### src/rtl/serial_pkg.sv
// Shared serial-link definitions used by the piso serializer and sipo deframer.
// Holds the FSM state encoding and the on-wire bit order.
package serial_pkg;

    typedef enum logic {
        IDLE  = 1'b0,
        SHIFT = 1'b1
    } state_t;

    localparam bit MSB_FIRST = 1'b1;

endpackage

### src/rtl/word_hold.sv
// One-deep valid/ready holding register for completed words.
// Raises overrun_out for one cycle when a load arrives while full and stalled.
module word_hold #(
    parameter int W = 8
) (
    input  logic         clk_in,
    input  logic         reset_in,
    input  logic         load_in,
    input  logic [W-1:0] load_data_in,
    input  logic         ready_in,
    output logic [W-1:0] data_out,
    output logic         valid_out,
    output logic         overrun_out
);

    logic can_load;
    logic take;

    always_comb begin
        take        = valid_out && ready_in;
        can_load    = !valid_out || ready_in;
        overrun_out = load_in && !can_load;
    end

    always_ff @(posedge clk_in or posedge reset_in) begin
        if (reset_in) begin
            data_out  <= '0;
            valid_out <= 1'b0;
        end else if (load_in && can_load) begin
            data_out  <= load_data_in;
            valid_out <= 1'b1;
        end else if (take) begin
            valid_out <= 1'b0;
        end
    end

endmodule

### src/rtl/sipo.sv
// Serial-in/parallel-out deframer: assembles framed words from a sampled
// bit stream and hands them to a one-deep valid/ready holding register.
module sipo
    import serial_pkg::*;
#(
    parameter int SIZE       = 8,
    parameter bit CONTINUOUS = 1'b1
) (
    input  logic            clk_in,
    input  logic            reset_in,
    input  logic            data_in,
    input  logic            bit_valid_in,
    input  logic            frame_start_in,
    output logic [SIZE-1:0] data_out,
    output logic            valid_out,
    input  logic            ready_in,
    output logic            overrun_out,
    output logic            frame_err_out,
    input  logic            clear_in
);

    localparam int CW = $clog2(SIZE);
    localparam logic [CW-1:0] LAST_CNT  = CW'(SIZE - 1);
    localparam logic [CW-1:0] FIRST_CNT = CW'(SIZE - 2);

    state_t          state;
    logic [SIZE-1:0] shreg;
    logic [CW-1:0]   cnt;
    logic [SIZE-1:0] first_word;
    logic [SIZE-1:0] next_word;
    logic            word_done;
    logic            at_boundary;
    logic            frame_err_evt;
    logic            overrun_evt;

    always_comb begin
        if (MSB_FIRST) begin
            first_word = {{(SIZE-1){1'b0}}, data_in};
            next_word  = {shreg[SIZE-2:0], data_in};
        end else begin
            first_word = {data_in, {(SIZE-1){1'b0}}};
            next_word  = {data_in, shreg[SIZE-1:1]};
        end
        at_boundary   = CONTINUOUS && (cnt == LAST_CNT);
        word_done     = bit_valid_in && !frame_start_in &&
                        (state == SHIFT) && (cnt == '0);
        frame_err_evt = bit_valid_in && frame_start_in &&
                        (state == SHIFT) && !at_boundary;
    end

    // A frame start always restarts the word; only its legality differs.
    always_ff @(posedge clk_in or posedge reset_in) begin
        if (reset_in) begin
            state <= IDLE;
            shreg <= '0;
            cnt   <= '0;
        end else if (bit_valid_in) begin
            if (frame_start_in) begin
                shreg <= first_word;
                cnt   <= FIRST_CNT;
                state <= SHIFT;
            end else if (state == SHIFT) begin
                shreg <= next_word;
                if (cnt == '0) begin
                    cnt   <= CONTINUOUS ? LAST_CNT : '0;
                    state <= CONTINUOUS ? SHIFT : IDLE;
                end else begin
                    cnt <= cnt - 1'b1;
                end
            end
        end
    end

    word_hold #(
        .W (SIZE)
    ) u_hold (
        .clk_in       (clk_in),
        .reset_in     (reset_in),
        .load_in      (word_done),
        .load_data_in (next_word),
        .ready_in     (ready_in),
        .data_out     (data_out),
        .valid_out    (valid_out),
        .overrun_out  (overrun_evt)
    );

    always_ff @(posedge clk_in or posedge reset_in) begin
        if (reset_in) begin
            overrun_out   <= 1'b0;
            frame_err_out <= 1'b0;
        end else begin
            if (overrun_evt)
                overrun_out <= 1'b1;
            else if (clear_in)
                overrun_out <= 1'b0;
            if (frame_err_evt)
                frame_err_out <= 1'b1;
            else if (clear_in)
                frame_err_out <= 1'b0;
        end
    end

endmodule

### config.mk
export PLATFORM = sky130hd
export DESIGN_NAME = sipo
export DESIGN_NICKNAME = d
export VERILOG_FILES = /design/src/rtl/serial_pkg.sv /design/src/rtl/word_hold.sv /design/src/rtl/sipo.sv
export SDC_FILE = /design/constraint.sdc
export NUM_CORES = 1
export LEC_CHECK = 0
export BUFFER_PORTS_ARGS = -buffer_cell sky130_fd_sc_hd__clkbuf_2
export CAP_MARGIN = 10
export CORE_MARGIN = 2
export CORE_UTILIZATION = 47
export DETAILED_ROUTE_END_ITERATION = 12
export GPL_ROUTABILITY_DRIVEN = 0
export PLACE_DENSITY = 0.72
export SYNTH_ARGS = -nofsm -noshare
export SYNTH_HDL_FRONTEND = slang
export SYNTH_SLANG_ARGS = --single-unit
### constraint.sdc
create_clock -name clk_in -period 1.45 [get_ports clk_in]
set_input_delay 0.29 -clock clk_in [delete_from_list [all_inputs] [get_ports clk_in]]
set_output_delay 0.29 -clock clk_in [all_outputs]
set_load 0.01 [all_outputs]
[Yosys cells after proc, flatten, opt, wreduce, memory -nomap -nowiden]
Index checks and enable logic that the tools add are counted.
Cells by class
  $add $sub $neg: 1
  equal/unequal tests: 1
  mux-type cells: 12
  reduce and logical (&&, ||, !) cells: 20
Operators with widths (count)
  $mux W7: 2
  $logic_and A1 B1 Y1: 9
  $mux W3: 3
  $reduce_bool A2 Y1: 4
  $mux W1: 7
  $logic_not A1 Y1: 4
  $eq A3 B3 Y1 const B: 1
  $logic_not A3 Y1: 1
  $sub A3 B1 Y3 const B: 1
  $reduce_and A2 Y1: 1
  $logic_or A1 B1 Y1: 1
Storage, ports and cells
  flip-flop bits (word level): 22
  bits of input ports: 7

[Logic depth before layout (Yosys ltp)]
  depth in word-level cells: 6
  gate-level depth with buffers: 6
  gate-level depth less buffers: 6

[By module]
Synthesis repeated with hierarchy kept, for this count alone.
Second synthesis, totals
  cell total of the unflattened synthesis: 76
  area, all modules: 1007.2 µm²
By module, submodules not included
  sipo: times used 1, cells each 53, area each 621.8 µm²
  word_hold: times used 1, cells each 23, area each 385.4 µm²

[Worst setup path after synthesis]
OpenSTA, ideal clock, no wires.
  kind: flip-flop to flip-flop
  from: register state
  to: register u_hold.data_out[0]
  arrival time: 1357 ps
  data required time: 1325 ps
  path slack: -32 ps
  cell stages (with the launch flop): 7
  buffers on the path: 3
  period minus slack after synthesis: 1482 ps
  path through: dfrtp_1 > buf_2 > and3b_1 > buf_6 > and3_4 > buf_6 > mux2_4
On the way
  word-level cells in the longest chain between the ends: 3
RTL lines
  from (decl): line sipo.sv:26  | state_t state;
  from (signal assigned): line sipo.sv:66  | state <= CONTINUOUS ? SHIFT : IDLE;
  $logic_and A1 B1 Y1: line sipo.sv:45  | word_done = bit_valid_in && !frame_start_in &&
  $logic_and A1 B1 Y1: line sipo.sv:46  | (state == SHIFT) && (cnt == '0);
  $logic_and A1 B1 Y1: line word_hold.sv:29  | end else if (load_in && can_load) begin
  to (signal assigned): line word_hold.sv:30  | data_out <= load_data_in;
  to (decl): line word_hold.sv:11  | output logic [W-1:0] data_out,
Every way passes these cells.
A chain may end at the register's enable or synchronous reset.

[Worst setup path after layout]
  from: register cnt[1]
  to: register u_hold.data_out[2]
On the way
  word-level cells in the longest chain between the ends: 3
RTL lines
  from (decl): line sipo.sv:28  | logic [CW-1:0] cnt;
  from (signal assigned): line sipo.sv:65  | cnt <= CONTINUOUS ? LAST_CNT : '0;
  from (signal assigned): line sipo.sv:68  | cnt <= cnt - 1'b1;
  $logic_not A3 Y1: line sipo.sv:46
  $logic_and A1 B1 Y1: line sipo.sv:46
  $logic_and A1 B1 Y1: line word_hold.sv:29
Every way passes these cells.

==> impl_metrics.yaml <==
status:
  status: "complete, but fails checks"
  violations: "setup timing"
floorplanning:
  die_area_um2: 2460
  core_area_um2: 1960
  row_count: 16
  fp.dieH_um: 49.6
  chipWidth_um: 49.6
  start_util_pct: 49.7
  io_pins: 18
sta:
  clock.fmax_ghz: 0.678
  rsz0062_at_grt: "true"
  slew_violations: 0
  finalHoldViolations: 0
  layout_setup_ws_ns: -0.0256
  worst_slew_pin_slew_ns: 0.271
  fin_worst_skew_ns: 0.00311
  period_share_pct: 102
  slew_headroom_pct: 81.9
  timing.final.crit_period_ns: 1.48
  fin_setup_tns_ns: -0.130
  setup_violations: 8
grt:
  met1_usage_pct: 19.4
  grt_pass1_wl_mm: 3.13
  antenna_found_initial: 0
  grt_pass1_vias: 714
  met3_usage_pct: 2.73
  track_usage_pct: 17.3
  grt.busiest_layer: "met2"
  gr-total-overflow: 0
  use_met2_pct: 29.3
  grt_max_degree: 23
placed_design:
  dp.final_hpwl_mm: 1.22
  placed_cell_area_um2: 1140
  pre_cts_ws_ns: -0.0510
  port_buffers: 17
final_layout:
  final_common_cell: "dfrtp_1"
  fin_nets: 113
  syn_to_final_growth_pct: 23.3
  final_cell_mix: "dfrtp_1 (22), clkbuf_2 (17), buf_4 (12)"
  seq_area_um2: 551
  utilization_pct: 61.4
  fin_area_um2: 1200
  multi_input_area_um2: 382
  final_layout_size_suffix_gt1_share_pct: 54.5
  fillerInstances: 157
  num_antenna_cells: 0
clock_network:
  ctsRootBufferMaster: "clkbuf_4"
  tritoncts: "yes"
  clock_sinks: 22
  clk_latency_ns: 0.30
  clkTransAtPathRegs_ns: 0.11
  cts_buffer_depth: 2
  numCtsBuffers: 3
  htree_levels: 1
worst_setup_path:
  critical_path.max_fanout: 8
  worstSetupStartpointType: "flop"
  crit_type: "reg -> reg"
  endpoint_kind: "flop"
  crit_arrival_ns: 1.67
  worstPathRequired_ns: 1.64
detailed_routing:
  route.detailed.drc: 0
  firstDrtPassIters: 3
  drt_iter0_drc: 13
  drt-wirelength-per-cell_um: 13.7
  drt_wl_total_mm: 1.75
  final_antenna_net_count: 0
  viasPerCell: 5.08
  vias: 650
power_and_ir_drop:
  p_int_mw: 0.890
  peakVddDrop_uv: 523
  power_frac_clock_pct: 22.1
  p_per_area_nw_per_um2: 990
  p_comb_share_pct: 19.7
  sw_frac_of_total_pct: 25.3
  leakage_nw: 0.605
  power_mw: 1.19
  switchingPower_mw: 0.302
  p_seq_share_pct: 58.2
logic_synthesis:
  ys_ff_latch: 22
  ys_seq_area_share_pct: 56.4
  synth_warnings: 0
  synth.distinct_cells: 25
  synthesis.area_um2: 976
  synth.net_count: 82
  synth_cells: 72
  syn_avg_cell_area_um2: 13.6
worst_hold_path:
  worst_hold_path_type: "in -> reg"
run:
  cap_viol_max_count: 0
-- repair_timing --
action                                  CTS  global route
endpoints found under the hold margin    22             0
pin swaps                                 2             2
gates resized for setup                   0             3
cloned                                    0             0
endpoints found under the setup margin    8             9
hold buffers                              1             0
setup buffers                             1             2
-- cell families after synthesis --
family                     after synthesis  synth area share, %
AOI/OAI and AO/OA                       17                 13.6
adders and majority gates                3                 3.85
buffers and inverters                   12                 7.05
DFF                                     22                 56.4
muxes                                    9                 13.5
and+or+nand+nor                          9                 5.64
-- power by group through the flow --
| stage | sequential, mW | clock [mW] | combinational, mW |
|---|---|---|---|
| 2_1_floorplan | 0.709 | 0 | 0.115 |
| 3_3_place_gp | 0.701 | 0 | 0.196 |
| 3_5_place_dp | 0.704 | 0 | 0.203 |
| 4_1_cts | 0.692 | 0.278 | 0.214 |
| 5_1_grt | 0.701 | 0.293 | 0.260 |
| 6_report | 0.694 | 0.263 | 0.235 |
-- worst paths after layout --
check,startpoint,end,slack [ns],depth (start not counted)
max reg2reg,cnt[1],u_hold.data_out[2],-0.03,5
min in group asynchronous,reset_in,cnt[1],0.55,4
max in group asynchronous,reset_in,shreg[2],0.69,4
max,cnt[1],u_hold.data_out[2],-0.03,5
min reg2reg,u_hold.data_out[3],u_hold.data_out[3],0.52,1
min,clear_in,overrun_out,0.18,2
-- cells in the mapped netlist --
library cell | count | area [µm²]
buf_6 | 3 | 33.8
o21ai_1 | 1 | 5.00
mux2_4 | 8 | 120
and3_4 | 1 | 11.3
a21o_2 | 1 | 8.76
a22o_2 | 5 | 50.1
a32oi_1 | 1 | 8.76
inv_1 | 8 | 30.0
ha_1 | 3 | 37.5
nand4_1 | 1 | 6.26
or2b_2 | 1 | 8.76
and3b_1 | 1 | 8.76
o22ai_1 | 2 | 12.5
nor2_1 | 1 | 3.75
o21a_1 | 1 | 7.51
a31o_2 | 1 | 8.76
nand2_1 | 3 | 11.3
buf_2 | 1 | 5.00
o21ai_0 | 1 | 5.00
o22a_2 | 1 | 10.0
a21oi_1 | 2 | 10.0
nand3_1 | 1 | 5.00
dfrtp_1 | 22 | 551
a31oi_1 | 1 | 6.26
mux2_2 | 1 | 11.3
-- sequential cells by signal (all words and copies together), names as in the netlist --
signal and cells:
u_hold.data_out 8, shreg 7, cnt 3, frame_err_out 1, overrun_out 1, state 1
u_hold.valid_out 1
-- worst max-delay path, stage by stage (launching register included) --
cell and delay, ns:
dfrtp_1 0.42, inv_2 0.09, ha_4 0.14, ha_4 0.12, and3_4 0.28, mux2_4 0.32
-- metal layers --
metal  part of all wire, %  wire length [µm]  vias up
met5                     0                 0        -
met4                   3.3                57        0
met3                   1.9                33        5
met2                    51               890       13
met1                    44               769      319
li1                      -                 -      313
-- area by class of cell --
class                   instances  share of cell area (%)
well taps                      27                    2.81
repair buffers                 30                    15.4
clock buffers                   3                    1.87
multi-input cells              38                    31.7
inverters                       8                    2.49
flip-flops and latches         22                    45.7
-- metrics by stage --
stage	hold slack (ns)	cells
floorplan	0.279	72
global placement	0.315	121
detailed placement	0.324	121
CTS	0.171	126
global route	0.181	128
finish	0.182	128
Power figures use the tool's default switching activity.
